--- src/rtl/uart_rx_module_if.sv ---
// Serial line, enable and received-byte signals between the UART receiver and its consumer.
interface uart_rx_module_if;
  logic       RX_Pin_In;
  logic       RX_En_Sig;
  logic [7:0] RX_Data;
  logic       RX_Done_Sig;
  logic       RX_Err_Sig;

  modport master (
    output RX_Pin_In, RX_En_Sig,
    input  RX_Data, RX_Done_Sig, RX_Err_Sig
  );

  modport slave (
    input  RX_Pin_In, RX_En_Sig,
    output RX_Data, RX_Done_Sig, RX_Err_Sig
  );
endinterface

--- src/rtl/uart_rx_module.sv ---
// UART receiver: 8N1 deframing, LSB first, midpoint sampling.
// Define UART_RX_PARITY_EN for 8E1 frames with an even-parity check.
module uart_rx_module #(
  parameter int unsigned BIT_PERIOD = 5208
) (
  input logic        CLK,
  input logic        RST_N,
  uart_rx_module_if.slave bus
);

  localparam int unsigned HALF_PERIOD = BIT_PERIOD / 2;
  localparam int unsigned TW          = $clog2(BIT_PERIOD);
  localparam logic [TW-1:0] T_FULL    = TW'(BIT_PERIOD - 1);
  localparam logic [TW-1:0] T_HALF    = TW'(HALF_PERIOD - 1);

  typedef enum logic [2:0] {
    S_IDLE,
    S_START,
    S_DATA,
`ifdef UART_RX_PARITY_EN
    S_PARITY,
`endif
    S_STOP
  } state_t;

  state_t        state_q, state_d;
  logic [TW-1:0] timer_q, timer_d;
  logic [2:0]    idx_q, idx_d;
  logic [7:0]    shift_q, shift_d;
  logic [7:0]    data_q, data_d;
  logic          done_q, done_d;
  logic          err_q, err_d;
  logic          perr_q, perr_d;
  logic          sync1, sync2, hist;
  logic          start_edge;
  logic          frame_ok;

  // Two-flop synchronizer plus history flop for falling-edge detection.
  always_ff @(posedge CLK or negedge RST_N) begin
    if (!RST_N) begin
      sync1 <= 1'b1;
      sync2 <= 1'b1;
      hist  <= 1'b1;
    end else begin
      sync1 <= bus.RX_Pin_In;
      sync2 <= sync1;
      hist  <= sync2;
    end
  end

  assign start_edge = hist & ~sync2;

  always_ff @(posedge CLK or negedge RST_N) begin
    if (!RST_N) begin
      state_q <= S_IDLE;
      timer_q <= '0;
      idx_q   <= '0;
      shift_q <= '0;
      data_q  <= '0;
      done_q  <= 1'b0;
      err_q   <= 1'b0;
      perr_q  <= 1'b0;
    end else begin
      state_q <= state_d;
      timer_q <= timer_d;
      idx_q   <= idx_d;
      shift_q <= shift_d;
      data_q  <= data_d;
      done_q  <= done_d;
      err_q   <= err_d;
      perr_q  <= perr_d;
    end
  end

  // Next-state and output logic; the timer restarts on every state change.
  always_comb begin
    state_d  = state_q;
    timer_d  = timer_q + TW'(1);
    idx_d    = idx_q;
    shift_d  = shift_q;
    data_d   = data_q;
    done_d   = 1'b0;
    err_d    = 1'b0;
    perr_d   = perr_q;
    frame_ok = 1'b0;
    unique case (state_q)
      S_IDLE: begin
        timer_d = '0;
        idx_d   = '0;
        perr_d  = 1'b0;
        if (start_edge && bus.RX_En_Sig) state_d = S_START;
      end
      S_START: begin
        if (timer_q == T_HALF) begin
          timer_d = '0;
          state_d = sync2 ? S_IDLE : S_DATA;
        end
      end
      S_DATA: begin
        if (timer_q == T_FULL) begin
          timer_d = '0;
          shift_d = {sync2, shift_q[7:1]};
          idx_d   = idx_q + 3'd1;
          if (idx_q == 3'd7) begin
`ifdef UART_RX_PARITY_EN
            state_d = S_PARITY;
`else
            state_d = S_STOP;
`endif
          end
        end
      end
`ifdef UART_RX_PARITY_EN
      S_PARITY: begin
        if (timer_q == T_FULL) begin
          timer_d = '0;
          perr_d  = ^{sync2, shift_q};
          state_d = S_STOP;
        end
      end
`endif
      S_STOP: begin
`ifdef UART_RX_PARITY_EN
        frame_ok = sync2 & ~perr_q;
`else
        frame_ok = sync2;
`endif
        // Return to IDLE at the stop midpoint so the next start edge is never missed.
        if (timer_q == T_FULL) begin
          timer_d = '0;
          state_d = S_IDLE;
          if (frame_ok) begin
            data_d = shift_q;
            done_d = 1'b1;
          end else begin
            err_d = 1'b1;
          end
        end
      end
      default: state_d = S_IDLE;
    endcase
  end

  assign bus.RX_Data     = data_q;
  assign bus.RX_Done_Sig = done_q;
  assign bus.RX_Err_Sig  = err_q;

endmodule
--- src/flat_wrapper.sv ---
// flat-port wrapper written by rule: the top's interface ports become plain ports
module uart_rx_module_flat 
#(
  parameter int unsigned BIT_PERIOD = 5208
)
  (CLK, RST_N, bus_RX_Pin_In, bus_RX_En_Sig, bus_RX_Data, bus_RX_Done_Sig, bus_RX_Err_Sig);
  uart_rx_module_if bus_i ();
  input logic CLK;
  input logic RST_N;
  input wire logic [$bits(bus_i.RX_Pin_In)-1:0] bus_RX_Pin_In;
  input wire logic [$bits(bus_i.RX_En_Sig)-1:0] bus_RX_En_Sig;
  output wire logic [$bits(bus_i.RX_Data)-1:0] bus_RX_Data;
  output wire logic [$bits(bus_i.RX_Done_Sig)-1:0] bus_RX_Done_Sig;
  output wire logic [$bits(bus_i.RX_Err_Sig)-1:0] bus_RX_Err_Sig;
  assign bus_i.RX_Pin_In = bus_RX_Pin_In;
  assign bus_i.RX_En_Sig = bus_RX_En_Sig;
  assign bus_RX_Data = bus_i.RX_Data;
  assign bus_RX_Done_Sig = bus_i.RX_Done_Sig;
  assign bus_RX_Err_Sig = bus_i.RX_Err_Sig;
  uart_rx_module #(.BIT_PERIOD(BIT_PERIOD)) u_core (.CLK(CLK), .RST_N(RST_N), .bus(bus_i));
endmodule
--- config.mk ---
export PLATFORM = sky130hd
export DESIGN_NAME = uart_rx_module_flat
export DESIGN_NICKNAME = d
export VERILOG_FILES = /design/src/rtl/uart_rx_module_if.sv /design/src/rtl/uart_rx_module.sv /design/src/flat_wrapper.sv
export SDC_FILE = /design/constraint.sdc
export NUM_CORES = 1
export LEC_CHECK = 0
export BUFFER_PORTS_ARGS = -buffer_cell sky130_fd_sc_hd__buf_4
export CORE_MARGIN = 2
export CORE_UTILIZATION = 51
export CTS_CLUSTER_DIAMETER = 150
export DETAILED_ROUTE_END_ITERATION = 12
export PLACE_DENSITY = 0.72
export SLEW_MARGIN = 20
export SYNTH_ARGS = -nofsm -noshare
export SYNTH_HDL_FRONTEND = slang
export SYNTH_SLANG_ARGS = --single-unit
--- constraint.sdc ---
create_clock -name CLK -period 1.7 [get_ports CLK]
set_input_delay 0.17 -clock CLK [delete_from_list [all_inputs] [get_ports CLK]]
set_output_delay 0.17 -clock CLK [all_outputs]
set_load 0.1 [all_outputs]
==> results of run 1 <==
==> cell usage in the layout, fill, tap and decap left out, types with 2 or more instances in the layout <==
cell type,count
nor2_1,12
nor4_1,3
buf_4,26
dfrtp_1,35
nand3_1,8
nor2b_1,2
o211ai_1,2
ha_1,3
inv_1,3
nor2_2,3
xor2_1,3
dfstp_2,3
xnor2_1,8
and4b_1,2
dlygate4sd3_1,2
nor3_1,3
bufinv_16,2
nor2_4,3
buf_6,2
mux2_2,8
nand4_1,3
clkbuf_4,5
mux2_4,8
nand2_1,11
==> cells in the mapped netlist, types with 2 or more instances <==
| cell type | instances |
|---|---|
| mux2_2 | 8 |
| nand3_1 | 8 |
| dfstp_2 | 3 |
| nor2b_1 | 2 |
| xor2_1 | 3 |
| inv_1 | 3 |
| dfrtp_1 | 36 |
| nor4bb_1 | 2 |
| nand4_1 | 3 |
| nand2_1 | 11 |
| and4b_1 | 2 |
| o211ai_1 | 2 |
| mux2_4 | 8 |
| nor3_1 | 3 |
| nor2_1 | 16 |
| buf_6 | 2 |
| xnor2_1 | 8 |
| nor4_1 | 4 |
| ha_1 | 3 |
==> worst max-delay path by stage <==
stage                                        to  cells past startpoint          startpoint  slack [ps]
after floorplan               u_core.shift_q[0]                      6   u_core.timer_q[3]          60
after global placement    u_core.bus.RX_Data[5]                      4  u_core.timer_q[11]          80
after detailed placement  u_core.bus.RX_Data[6]                      4   u_core.timer_q[3]          20
after CTS                 u_core.bus.RX_Data[2]                      4  u_core.timer_q[11]           8
after global routing      u_core.bus.RX_Data[5]                      4   u_core.timer_q[3]         -60
final                         u_core.shift_q[3]                      5   u_core.timer_q[0]          70
==> power by group <==
part	internal [mW]	switching, mW
Sequential	1.01	0.0694
Clock	0.459	0.302
Combinational	0.195	0.206
Total	1.67	0.577
==> cell type report <==
class | count | area share
multi-input combinational | 96 | 0.362
sequential | 39 | 0.451
clock buffer | 6 | 0.0190
inverter | 3 | 0.00517
timing repair buffer | 30 | 0.109
clock inverter | 2 | 0.0276
tap | 46 | 0.0264
==> repair_timing <==
action                                 4_1_cts  5_1_grt
setup endpoints to repair                    0       22
setup buffers                                0        3
gates resized for setup                      0       15
hold buffers                                 2        0
endpoints found under the hold margin       37        0
==> state kept, by name, summed over array words and instances, names as in the netlist <==
register and cells:
u_core.sync2 1, u_core.timer_q 13, u_core.bus.RX_Err_Sig 1, u_core.shift_q 8, u_core.bus.RX_Done_Sig 1, u_core.hist 1
u_core.bus.RX_Data 8, u_core.sync1 1, u_core.idx_q 3, u_core.state_q 2
==> worst max-delay path: stages (launching register included) <==
cell	delay [ps]
dfrtp_1	400
ha_1	200
and2_1	200
nand4_4	150
nand2b_4	250
mux2_4	320
==> cell families (layout without fill, tap and decap cells) <==
| group | Yosys count | after routing | synth area share |
|---|---|---|---|
| buffers and inverters | 9 | 41 | 0.0311 |
| multiplexers | 16 | 16 | 0.119 |
| AO/OA/AOI/OAI | 7 | 7 | 0.0318 |
| AND/OR/NAND/NOR | 58 | 59 | 0.189 |
| XOR/XNOR | 11 | 11 | 0.0544 |
| adder cells (fa/ha/maj) | 3 | 3 | 0.0212 |
| flip-flops | 39 | 39 | 0.553 |
==> per-stage QoR <==
step | util | cells
final | 0.652 | 222
after global routing | 0.652 | 222
after CTS | 0.625 | 217
after detailed placement | 0.589 | 207
after global placement | 0.589 | 207
after floorplan | - | 143
==> metal layers <==
metal | GRT usage | share of wire
met2 | 0.254 | 0.48
met5 | 0 | 0
met1 | 0.240 | 0.47
met4 | 0.0889 | 0.015
met3 | 0.0342 | 0.032
==> flow_summary.ini, run 1 <==
[drt]
viasPerCell = 5.36
first_pass_iters = 4
postRouteAntennaNets = 0
via_count = 1190
drt_iter0_drc = 33
drt_wl_total_um = 3260
drc = 0
post_drt_wl_per_cell_um = 14.7

[timing]
setup_tns_ps = 0
rsz0062_at_grt = yes
setup_slack_ps = 67.2
skew_ps = 6.99
period_share = 0.960
finalHoldViolCount = 0
final-setup-viol-count = 0
max_freq_ghz = 0.612
max-slew-margin-rel = 0.669
worstMarginPinSlew_ps = 497
slew_viol_final = 0
fin_crit_ps = 1630
hold_slack_ps = 311

[cells_and_area]
layout.nets = 182
final_area_um2 = 2180
multi_input_area_um2 = 788
num-fill-cells = 258
area_growth_pct = 23.0
final-seq-area_um2 = 981
drive_gt1_frac = 0.381
diodes = 0

[power]
power_density_nw_per_um2 = 1030
ir_drop_mv = 0.821
total_power_mw = 2.24
total_leakage_power_nw = 1.00

[status]
status = finished, final reports clean

[worst_setup_path]
cp.required_ps = 1940
rr_endpoint = u_core.shift_q[3]
reg2reg_from = u_core.timer_q[0]
cp-start-kind = flop
end_kind = flop
r2r_cells = 5
cp_max_fo = 8
crit_type = flop to flop
crit_arrival_ps = 1870
reg2reg_slack_ps = 70

[synth]
synth_edf_count = 0
async_flop_share = 1.00
synth_flop_cell = dfrtp_1
synth_seq_area_share = 0.553
synth_area_um2 = 1770
synthTopCellsByArea = dfrtp_1 (51%), mux2_4 (6.8%), mux2_2 (5.1%)
synth.distinct_cells = 35
synth_nets = 150
avgSynthCellArea_um2 = 12.4
syn_inst = 143
synth.largest_area_cell = dfrtp_1
synth_top_area_frac = 0.509
synth_warnings = 0
ys_seq_elements = 39

[place]
io_buffers = 13
finalWeightedCongestion = 0.816
dpl_cell_area_um2 = 1960
dpl_worst_slack_ps = 20.7
hpwlAfterDp_um = 2070

[floorplanning]
core_um2 = 3340
dieArea_um2 = 3960
rows = 21
die_w_um = 62.9
initial_utilization = 0.531
dieHeight_um = 62.9
io_pins = 14

[clock_tree]
cts.sinks = 39
path_clk_slew_ps = 110
clockBufferDepth = 2
clock-root-buffer = clkbuf_4
cts_tree = built
clk-insertion-delay-late_ps = 340
cts_buffers = 5
htree_levels = 2

[global_routing]
grtUsageTotal = 0.172
grt_max_degree = 40
grt_pass1_wl_um = 5290
grt_pass1_vias = 1135
antenna_found_initial = 0
overflow = 0

[run]
cap_violations = 0

[worst_hold_path]
min_path_type = input port to asynchronous set/reset pin
(Power assumes the default switching activity.)
==> inputs of run 2 (changes only) <==
Settings changed: BUFFER_PORTS_ARGS -buffer_cell sky130_fd_sc_hd__buf_4 to unset, DONT_BUFFER_PORTS set to 1, PLACE_DENSITY 0.72 to 0.69.
Clock period 1.7 ns to 1.4 ns, I/O delays scaled along.
==> run 2 against run 1 <==
  * The flow now finishes with violations (negative setup slack)
  * Die area unchanged
  * Largest power group unchanged
  * Critical path type unchanged
  * Utilization up 4.1 points
  * Via count up 7.6%
  * Global-route usage up 2.1 points
  * Register-to-register slack worse by 350 ps
  * Critical path depth unchanged
  * Sequential share of layout area down 2.6 points
  * Clock power down 28%
  * Count of clock-buffer cells in the layout down 1
  * Sequential cell count unchanged
  * Worst setup slack worse by 350 ps
==> flow_summary.ini, run 2 (same netlist as run 1, synthesis figures left out) <==
[worst_setup_path]
cp-start-kind = flop
crit_chain = nor4b_4, nand4_4, nor2_4, buf_12, mux2_2
crit_arrival_ps = 1930
cp_max_fo = 9
crit_type = flop to flop
slowest_delay_ps = 440
cp.required_ps = 1650
critPathSlowestCell = dfrtp_2
cp_num_buf_inv = 1
path_delay_family = simple AND/OR/NAND/NOR gates
end_kind = flop

[global_routing]
overflow = 0
grt_pass1_wl_um = 5890
grtUsageTotal = 0.193
antenna_found_initial = 0
grt_max_degree = 40
grt_pass1_vias = 1264

[timing]
slew_viol_final = 0
rsz0062_at_grt = yes
setup_tns_ps = -8350
final-setup-viol-count = 35
fin_crit_ps = 1690
setup_slack_ps = -286
skew_ps = 8.87
worstMarginPinSlew_ps = 331
max-slew-margin-rel = 0.778
period_share = 1.20
hold_slack_ps = 232
finalHoldViolCount = 0
max_freq_ghz = 0.593

[drt]
first_pass_iters = 4
postRouteAntennaNets = 0
drt_wl_total_um = 3590
drc = 0
drt_iter0_drc = 38
viasPerCell = 5.45
post_drt_wl_per_cell_um = 15.3
via_count = 1280

[floorplanning]
core_um2 = 3340
io_pins = 14
initial_utilization = 0.531
rows = 21
die_w_um = 62.9
dieHeight_um = 62.9
dieArea_um2 = 3960

[clock_tree]
htree_levels = 2
clk-insertion-delay-late_ps = 350
cts.sinks = 39
clock-root-buffer = clkbuf_4
cts_buffers = 5
cts_tree = built
clockBufferDepth = 2
path_clk_slew_ps = 110

[cells_and_area]
largest_register_ffs = 13
layout_commonest_cell = buf_4
layout.nets = 195
diodes = 0
area_growth_pct = 30.7
num-fill-cells = 244
drive_gt1_frac = 0.455
layout_common_cells = buf_4 (38), dfrtp_1 (34), nor2_1 (15), mux2_4 (13), nand2_1 (11)
stdcell_count = 235
regMostFlops = u_core.timer_q

[power]
total_leakage_power_nw = 1.08
total_power_mw = 2.47
ir_drop_mv = 0.701
power_density_nw_per_um2 = 1070

[worst_hold_path]
min_path_type = input port to asynchronous set/reset pin

[status]
violations = negative setup slack
status = finished, violations left

[place]
io_buffers = 0
finalWeightedCongestion = 0.845
place_inst = 220
hpwlAfterDp_um = 2330

[run]
cap_violations = 0
run 2: cell types whose count changed in the layout (fill, tap and decap cells not counted), sizes merged:
| cell | change |
|---|---|
| buf | +14 |
| bufinv | -2 |
| clkbuf | -1 |
| clkinv | +3 |
| nor2 | -1 |
run 2: report_power, final:
part	switching [mW]	internal, mW	leakage (nW)	total [mW]
combinational	0.270	0.320	0.535	0.589
clock	0.358	0.187	0.0347	0.545
sequential	0.0978	1.23	0.516	1.33
run 2: final cells by class:
type	instances	area, um^2	area share
flip-flops and latches	39	982	0.424
multi-input cells	95	843	0.364
repair buffers	44	368	0.159
well taps	46	57.6	0.0249
clock buffers	5	37.5	0.0162
clock inverters	3	15.0	0.00649
inverters	3	11.3	0.00486
run 2: layer usage:
layer	vias to the layer above	part of all wire	wire, um	GRT usage
met4	0	0.027	98	0.0889
met5	-	0	0	0
met1	644	0.41	1470	0.226
met3	12	0.042	151	0.0595
li1	589	-	-	-
met2	35	0.52	1870	0.324
run 2: stage by stage:
stage	util	setup WS, ps	instance area, um^2
floorplan	-	-177	1780
global placement	0.620	-205	2070
detailed placement	0.620	-275	2070
CTS	0.673	-251	2250
global route	0.694	-336	2310
finish	0.694	-286	2310
run 2: repair_timing:
item | in CTS | in global routing
buffers inserted | 2 | 1
cloned | 0 | 1
endpoints found under the setup margin | 34 | 35
pin swaps | 1 | 3
hold buffers | 3 | 0
endpoints found under the hold margin | 40 | 0
resized for setup | 12 | 12
run 2: worst paths after layout:
check                                        from                    end  slack, ps  depth (start not counted)
worst max-delay path            u_core.timer_q[5]  u_core.bus.RX_Data[4]       -290                          5
worst min-delay path                        RST_N      u_core.shift_q[5]        230                          2
worst max register to register  u_core.timer_q[5]  u_core.bus.RX_Data[4]       -290                          5
worst min register to register       u_core.sync1           u_core.sync2        360                          0
max in group asynchronous                   RST_N           u_core.sync2        910                          2
min in group CLK                    bus_RX_En_Sig      u_core.state_q[0]        310                          4
==> inputs of run 3 (changes only) <==
Settings changed: CELL_PAD_IN_SITES_DETAIL_PLACEMENT set to 1, CELL_PAD_IN_SITES_GLOBAL_PLACEMENT set to 1, CORE_UTILIZATION 51 to 45, PLACE_DENSITY 0.69 to unset, PLACE_DENSITY_LB_ADDON set to 0.1.
==> run 3 against run 2 <==
  * The flow still finishes with violations (negative setup slack)
  * Combinational power increased by 6.6%
  * Non-clock buffer count unchanged
  * Total power increased by 14%
  * Critical path depth rose by 1
  * Via count up 0.23%
  * Critical path type unchanged
==> flow_summary.ini, run 3 (same netlist as run 1, synthesis figures left out) <==
[cells_and_area]
num-fill-cells = 377
diodes = 0
drive_gt1_frac = 0.495
largest_register_ffs = 13
area_growth_pct = 35.0
stdcell_count = 238
post-route-util = 0.643
regMostFlops = u_core.timer_q
layout_commonest_cell = buf_4
final_area_um2 = 2390
layout.nets = 196
layout_common_cells = buf_4 (37), dfrtp_1 (35), nor2_1 (11), nand2_1 (11)

[global_routing]
grt_pass1_wl_um = 7010
overflow = 0
grt_pass1_vias = 1405
grtUsageMet2 = 0.410
antenna_found_initial = 0
grtUsageTotal = 0.223
gr-usage-met3 = 0.0372
grtUsageMet1 = 0.251
grt_busiest_layer = met2
grt_max_degree = 40

[run]
cap_violations = 0

[drt]
viasPerCell = 5.39
first_pass_iters = 4
drt_wl_total_um = 4410
drc = 0
drt_iter0_drc = 65
post_drt_wl_per_cell_um = 18.5
postRouteAntennaNets = 0
via_count = 1283

[timing]
slew_viol_final = 0
max_freq_ghz = 0.593
hold_slack_ps = 310
finalHoldViolCount = 0
rsz0062_at_grt = yes
final-setup-viol-count = 35
max-slew-margin-rel = 0.767
worstMarginPinSlew_ps = 344
skew_ps = 4.59
fin_crit_ps = 1690
period_share = 1.20
setup_slack_ps = -287

[status]
status = finished, violations left
violations = negative setup slack

[clock_tree]
htree_levels = 2
path_clk_slew_ps = 80
cts_buffers = 5
clock-root-buffer = clkbuf_8
clk-insertion-delay-late_ps = 290
cts.sinks = 39
cts_tree = built
clockBufferDepth = 2

[place]
hpwlAfterDp_um = 2710
io_buffers = 0
place_inst = 223
finalWeightedCongestion = 0.847
dpl_cell_area_um2 = 2090

[floorplanning]
initial_utilization = 0.476
io_pins = 14
rows = 22
die_w_um = 66.7
dieArea_um2 = 4450
dieHeight_um = 66.7
core_um2 = 3720

[power]
total_power_mw = 2.81
power_density_nw_per_um2 = 1170
total_leakage_power_nw = 1.10
ir_drop_mv = 0.793

[worst_setup_path]
crit_arrival_ps = 1870
cp_max_fo = 7
crit_type = flop to flop
crit_start = u_core.timer_q[5]
cp-start-kind = flop
cp.required_ps = 1590
end_kind = flop
reg2reg_from = u_core.timer_q[5]

[worst_hold_path]
min_path_type = input port to asynchronous set/reset pin
-- run 3: changes by cell type in the layout (fill, tap and decap cells not counted), moves of 3 or more --
| cell | before | now |
|---|---|---|
| clkbuf_4 | 5 | 0 |
| clkbuf_8 | 0 | 7 |
| clkinv_2 | 3 | 0 |
| mux2_2 | 3 | 8 |
| mux2_4 | 13 | 8 |
| nor2_1 | 15 | 11 |
| nor2_2 | 1 | 5 |
-- run 3: final cells by class --
class                           instances  area (um^2)  share of cell area
Tap cell                               48         60.1              0.0251
Clock buffer                            7         96.3              0.0403
Clock inverter                          1         7.51             0.00314
Sequential cell                        39          981               0.410
Multi-Input combinational cell         96          862               0.361
Inverter                                3         11.3             0.00471
Timing Repair Buffer                   44          372               0.155
-- run 3: worst paths after layout --
path,end,slack [ps],depth (start not counted)
worst max-delay path,u_core.timer_q[2],-290,6
worst min-delay path,u_core.state_q[0],310,2
worst max register to register,u_core.timer_q[2],-290,6
worst min register to register,u_core.sync2,360,0
max in group asynchronous,u_core.sync1,840,2
min in group CLK,u_core.sync2,360,0
-- run 3: worst max-delay path: stages, from the launching register on --
cell	delay, ps
dfrtp_2	430
nor4b_4	350
nand4_4	180
buf_6	170
a22oi_2	220
buf_6	170
nor2_1	60
-- run 3: through the flow --
stage          worst slack (ps)  setup TNS [ps]
2_1_floorplan              -177           -3820
3_3_place_gp               -165           -4580
3_5_place_dp               -273           -7280
4_1_cts                    -236           -6520
5_1_grt                    -360          -11050
6_report                   -287           -8630
-- run 3: what timing repair did --
action,CTS,global route
hold endpoints to repair,40,0
gates cloned,1,1
endpoints found under the setup margin,35,35
resized for setup,14,15
pin swaps,1,8
buffers inserted,1,1
hold buffers,3,0
-- run 3: per-layer routing --
| layer | part of all wire | vias up |
|---|---|---|
| met5 | 0 | - |
| met4 | 0.017 | 0 |
| met3 | 0.027 | 7 |
| met2 | 0.56 | 23 |
| met1 | 0.40 | 665 |
| li1 | - | 588 |
-- run 3: power breakdown --
part	switching, mW	internal (mW)
Clock	0.399	0.448
Sequential	0.0985	1.23
Combinational	0.291	0.337
Total	0.789	2.02
